$ cat src/rtl/ext_pkg.sv
// rtl/ext_pkg.sv - shared extension-mode encodings for ext_pipe
package ext_pkg;

   // Extension modes carried on the EOp field
   typedef enum logic [1:0] {
      EOP_SIGN = 2'b00,
      EOP_ZERO = 2'b01,
      EOP_LUI  = 2'b10,
      EOP_BR   = 2'b11
   } eop_e;

endpackage

$ cat src/rtl/ext_pipe_if.sv
// rtl/ext_pipe_if.sv - request/result handshake bundle for ext_pipe
interface ext_pipe_if #(
   parameter int IMM_W  = 16,
   parameter int DATA_W = 32,
   parameter int DEPTH  = 2
);
   localparam int CNT_W = $clog2(DEPTH) + 1;

   logic              in_valid;
   logic              in_ready;
   logic [IMM_W-1:0]  imm;
   logic [1:0]        EOp;
   logic              flush;
   logic              out_valid;
   logic              out_ready;
   logic [DATA_W-1:0] ext;
   logic [CNT_W-1:0]  count;

   modport master (
      output in_valid, imm, EOp, flush, out_ready,
      input  in_ready, out_valid, ext, count
   );

   modport slave (
      input  in_valid, imm, EOp, flush, out_ready,
      output in_ready, out_valid, ext, count
   );

endinterface

$ cat src/rtl/ext_core.sv
// rtl/ext_core.sv - combinational immediate extender; EXT_PIPE_BRANCH_EN selects branch-offset mode
module ext_core
   import ext_pkg::*;
#(
   parameter int IMM_W  = 16,
   parameter int DATA_W = 32
) (
   input  logic [IMM_W-1:0]  imm,
   input  logic [1:0]        EOp,
   output logic [DATA_W-1:0] ext
);

   logic [DATA_W-1:0] sext;

   // Select the extension; mode 11 falls back to sign-extend unless branch offsets are built in
   always_comb begin
      sext = {{(DATA_W-IMM_W){imm[IMM_W-1]}}, imm};
      ext  = sext;
      case (eop_e'(EOp))
         EOP_SIGN: ext = sext;
         EOP_ZERO: ext = {{(DATA_W-IMM_W){1'b0}}, imm};
         EOP_LUI:  ext = {imm, {(DATA_W-IMM_W){1'b0}}};
         EOP_BR: begin
`ifdef EXT_PIPE_BRANCH_EN
            ext = sext << 2;
`else
            ext = sext;
`endif
         end
         default:  ext = sext;
      endcase
   end

endmodule

$ cat src/rtl/ext_pipe.sv
// rtl/ext_pipe.sv - immediate extender feeding a DEPTH-entry result FIFO; EXT_PIPE_BRANCH_EN via ext_core
module ext_pipe #(
   parameter int IMM_W  = 16,
   parameter int DATA_W = 32,
   parameter int DEPTH  = 2
) (
   input logic       clk,
   input logic       reset,
   ext_pipe_if.slave bus
);
   localparam int PTR_W = $clog2(DEPTH);
   localparam int CNT_W = PTR_W + 1;
   localparam logic [CNT_W-1:0] DEPTH_C = CNT_W'(DEPTH);

   logic [DATA_W-1:0] mem_q [DEPTH];
   logic [PTR_W-1:0]  wr_ptr_q, wr_ptr_d;
   logic [PTR_W-1:0]  rd_ptr_q, rd_ptr_d;
   logic [CNT_W-1:0]  count_q, count_d;
   logic [DATA_W-1:0] core_ext;
   logic              push;
   logic              pop;

   ext_core #(
      .IMM_W  (IMM_W),
      .DATA_W (DATA_W)
   ) u_core (
      .imm (bus.imm),
      .EOp (bus.EOp),
      .ext (core_ext)
   );

   // Ready depends only on registered occupancy so no combinational path from out_ready
   assign bus.in_ready  = (count_q < DEPTH_C);
   assign bus.out_valid = (count_q != '0);
   assign bus.ext       = bus.out_valid ? mem_q[rd_ptr_q] : '0;
   assign bus.count     = count_q;

   assign push = bus.in_valid && bus.in_ready;
   assign pop  = bus.out_valid && bus.out_ready;

   // Next pointers/occupancy; flush wins over any same-cycle push or pop
   always_comb begin
      wr_ptr_d = wr_ptr_q;
      rd_ptr_d = rd_ptr_q;
      count_d  = count_q;
      if (bus.flush) begin
         wr_ptr_d = '0;
         rd_ptr_d = '0;
         count_d  = '0;
      end else begin
         if (push) wr_ptr_d = wr_ptr_q + 1'b1;
         if (pop)  rd_ptr_d = rd_ptr_q + 1'b1;
         case ({push, pop})
            2'b10:   count_d = count_q + 1'b1;
            2'b01:   count_d = count_q - 1'b1;
            default: count_d = count_q;
         endcase
      end
   end

   // Control state register; reset overrides everything
   always_ff @(posedge clk) begin
      if (!reset) begin
         wr_ptr_q <= '0;
         rd_ptr_q <= '0;
         count_q  <= '0;
      end else begin
         wr_ptr_q <= wr_ptr_d;
         rd_ptr_q <= rd_ptr_d;
         count_q  <= count_d;
      end
   end

   // Result storage; left unreset because empty entries are never presented
   always_ff @(posedge clk) begin
      if (push) mem_q[wr_ptr_q] <= core_ext;
   end

endmodule

$ cat src/flat_wrapper.sv
// flat-port wrapper written by rule: the top's interface ports become plain ports
module ext_pipe_flat 
#(
   parameter int IMM_W  = 16,
   parameter int DATA_W = 32,
   parameter int DEPTH  = 2
)
  (clk, reset, bus_in_valid, bus_imm, bus_EOp, bus_flush, bus_out_ready, bus_in_ready, bus_out_valid, bus_ext, bus_count);
  ext_pipe_if #(.IMM_W(IMM_W), .DATA_W(DATA_W), .DEPTH(DEPTH)) bus_i ();
  input logic clk;
  input logic reset;
  input wire logic [$bits(bus_i.in_valid)-1:0] bus_in_valid;
  input wire logic [$bits(bus_i.imm)-1:0] bus_imm;
  input wire logic [$bits(bus_i.EOp)-1:0] bus_EOp;
  input wire logic [$bits(bus_i.flush)-1:0] bus_flush;
  input wire logic [$bits(bus_i.out_ready)-1:0] bus_out_ready;
  output wire logic [$bits(bus_i.in_ready)-1:0] bus_in_ready;
  output wire logic [$bits(bus_i.out_valid)-1:0] bus_out_valid;
  output wire logic [$bits(bus_i.ext)-1:0] bus_ext;
  output wire logic [$bits(bus_i.count)-1:0] bus_count;
  assign bus_i.in_valid = bus_in_valid;
  assign bus_i.imm = bus_imm;
  assign bus_i.EOp = bus_EOp;
  assign bus_i.flush = bus_flush;
  assign bus_i.out_ready = bus_out_ready;
  assign bus_in_ready = bus_i.in_ready;
  assign bus_out_valid = bus_i.out_valid;
  assign bus_ext = bus_i.ext;
  assign bus_count = bus_i.count;
  ext_pipe #(.IMM_W(IMM_W), .DATA_W(DATA_W), .DEPTH(DEPTH)) u_core (.clk(clk), .reset(reset), .bus(bus_i));
endmodule
$ cat config.mk
export PLATFORM = sky130hd
export DESIGN_NAME = ext_pipe_flat
export DESIGN_NICKNAME = d
export VERILOG_FILES = /design/src/rtl/ext_pkg.sv /design/src/rtl/ext_pipe_if.sv /design/src/rtl/ext_core.sv /design/src/rtl/ext_pipe.sv /design/src/flat_wrapper.sv
export SDC_FILE = /design/constraint.sdc
export NUM_CORES = 1
export LEC_CHECK = 0
export BUFFER_PORTS_ARGS = -buffer_cell sky130_fd_sc_hd__buf_2
export CAP_MARGIN = 20
export CORE_ASPECT_RATIO = 1.2
export CORE_MARGIN = 2
export CORE_UTILIZATION = 58
export CTS_CLUSTER_SIZE = 30
export DETAILED_ROUTE_END_ITERATION = 7
export PLACE_DENSITY = 0.94
export RECOVER_POWER = 50
export SYNTH_ARGS = -nofsm -noshare
export SYNTH_HDL_FRONTEND = slang
export SYNTH_SLANG_ARGS = --single-unit
export TNS_END_PERCENT = 50
$ cat constraint.sdc
create_clock -name clk -period 3.7 [get_ports clk]
set_input_delay 0.555 -clock clk [delete_from_list [all_inputs] [get_ports clk]]
set_output_delay 0.555 -clock clk [all_outputs]
set_load 0.01 [all_outputs]
==> metrics <==
result of the run finished, violations left; violations in the final reports max-capacitance violations, max-slew violations; relative slew slack -19.1%; share of final-layout standard cells stronger than drive strength 1 ~25%; PostCTS Resize Cnt 0; CTS buffer count 9; top area cells in the synthesized netlist edfxtp_1 65%, mux2i_1 11%, nor2_1 5.0%, dfxtp_1 3.4%, a21oi_1 2.7%; share of synthesized flip-flops with an asynchronous set or reset 0%; Worst setup EP type primary output; total global-route track usage 19.2%; Die Footprint 0.00568 mm^2; time the final worst path needs with I/O delays and setup roughly 2.4 ns; number of enable-type register cells in the synthesized netlist 64; portion of the post-synthesis area used by sequential elements between 60% and 70%; number of input and output port buffers inserted between 50 and 60; root buffer selected by CTS clkbuf_8; GR Overflow Total 0; pwr/cell area around 480 mW/mm^2; share of total power in sequential cells a little under three fifths; total count of max-transition violations in the final report 33; proportion of total power due to net switching approximately 22%; maximum net fanout on the critical path 32; Worst Skew between 0.005 and 0.006 ns; RePlAce Congestion around 0.73; peak ir drop on the vdd network between 0.3 and 0.4 mV; number of buffers inserted by hold repair at cts 0; buffers inserted by post-CTS timing repair 0; Setup Viol. Count Final 0; effective utilization at floorplan 60.2%; CTS tree done; Routed Wire Length 5.21 mm; final routed DRC violation total 0; top-count cell post-synth edfxtp_1; IO Pins 59; wire length per cell between 15 and 20 um; Critical Path RT about 3.1 ns; Cell Area, Synth roughly 0.003 mm^2; number of antenna violations at the first check in global routing 0; transition time of the tightest slew-check pin about 1.8 ns; vias in the first global route about 1700; Max clock buf depth 2; list of most frequent post-synthesis cells 64 x edfxtp_1, 39 x nor2_1, 32 x mux2i_1; global-route wire length before repair roughly 8 mm; H-tree levels 3; cell type with the highest aggregate area in the netlist edfxtp_1; number of cell rows 28; Mean Syn Cell Area roughly 13 um^2; combinational group share of total power between 10% and 20%; Internal Pwr Total approximately 0.0013 W; Final period util 64.8%; count of TritonRoute iterations in the first routing pass 4; number of instances in the synthesized netlist 221; violation count after the first detailed-route iteration 144; Design Power 0.00164 W; Via Count roughly 1800; area of placed instances ~0.0033 mm^2; DP HPWL ~3.3 mm; kind of critical path flop to primary output; final hold violations 0; Yosys top cell area share about two thirds; count of state elements after synthesis 69; clock tree sinks ~70; Die X-Extent just under 70 um; y dimension of the die about 82 um; class of the most critical hold timing path flop to flop; later-pin clock latency in the skew report 0.33 ns; Core Area roughly 0.0049 mm^2; NumNets Final approximately 310; final cell area excluding filler cells around 0.0034 mm^2; pin count of the biggest net entering global routing 34; top achievable clock speed 0.417 GHz; Diodes inserted 0; total leakage power 1.32 nW; post-CTS clock slew at the launch and capture registers of the worst setup and hold paths approximately 0.070 ns; total negative slack for setup checks 0 ns; ys flop type edfxtp_1; net count after synthesis approximately 250; synth unique cells 22; antenna-violating nets left 0; data arrival time of the worst path about 1.8 ns; routed vias/inst 5.25; startpoint kind of the worst setup timing path flop; Synth-to-Final Area Change 16.3%; share of total power in the clock network 33.3%; sw power between 0.0003 and 0.0004 W; RSZ-0062 raised after global routing false; Ys Warns 0; max capacitance violation total 1
==> worst paths after layout <==
kind              depth (start not counted)                 from                   to  slack (ns)
setup / recovery                          3                 flop          bus_ext[31]        1.30
hold / removal                            2      u_core.rd_ptr_q                 flop        0.50
setup reg to reg                          3  u_core.bus.count[1]  u_core.mem_q[1][29]        1.39
hold reg to reg                           2      u_core.rd_ptr_q                 flop        0.50
==> registers in the layout, summed over array words and instances, names as in the netlist, named ones only <==
register,count
u_core.bus.count,2
u_core.wr_ptr_q,1
u_core.rd_ptr_q,1
u_core.mem_q,64
==> metal layers <==
metal	global-route usage (%)	up-vias	wire length, um
met5	0	-	0
met4	11.2	0	100
met3	4.98	10	269
met2	30.7	53	2630
met1	24.1	855	2210
li1	-	889	-
==> metrics by stage <==
| stage | setup WS [ns] | util [%] | instances | hold slack (ns) |
|---|---|---|---|---|
| floorplan | 1.27 | - | 221 | 0.472 |
| global placement | 1.66 | 66.7 | 328 | 0.486 |
| detailed placement | 1.64 | 66.7 | 328 | 0.489 |
| CTS | 1.26 | 70.4 | 344 | 0.508 |
| global route | 1.16 | 70.1 | 344 | 0.547 |
| finish | 1.30 | 70.1 | 344 | 0.505 |
==> layout by cell type, fill, tap and decap left out <==
master	n
xor2_1	3
clkbuf_8	12
o21ai_0	2
and3_1	1
nor2_1	38
mux2i_1	32
nor2b_1	11
buf_2	53
edfxtp_1	64
a21oi_1	16
ha_1	3
dfxtp_2	1
nor3b_1	1
clkbuf_1	9
buf_4	1
nor2_2	1
nand2b_1	2
and2b_1	5
xnor2_1	1
clkinv_2	1
dfxtp_1	4
nand2_1	16
or3_1	1
inv_1	5
nor2_4	1
==> cell families (layout without fill, tap and decap cells) <==
kind of cell	Yosys count	in the layout	share of synthesized area, %
simple gates	77	77	12.1
flops	69	69	68.4
mux	32	32	10.8
compound gates	18	18	3.05
buf+inv	18	81	3.13
xor+xnor	4	4	1.19
fa+ha+maj	3	3	1.27
==> layout make-up <==
type | instances | area (um^2)
sequential | 69 | 2020
fill | 370 | 1470
multi-input combinational | 134 | 842
timing repair buffer | 60 | 295
clock buffer | 15 | 176
tap | 60 | 75.1
inverter | 5 | 18.8
clock inverter | 1 | 5.00
==> worst max-delay path: stages (launching register included) <==
cell and delay [ns]:
dfxtp_2 0.97, mux2i_1 0.32, nor2_1 0.06, buf_2 0.15
==> power groups by stage <==
stage / registers [W] / clock network [W] / logic (W)
3_5_place_dp: 0.000944 / 0 / 0.000172
5_1_grt: 0.000932 / 0.000590 / 0.000186
6_report: 0.000928 / 0.000546 / 0.000168
2_1_floorplan: 0.000937 / 0 / 0.000115
3_3_place_gp: 0.000942 / 0 / 0.000166
4_1_cts: 0.000928 / 0.000564 / 0.000172
Note: power is estimated with default switching activity, not from simulation.
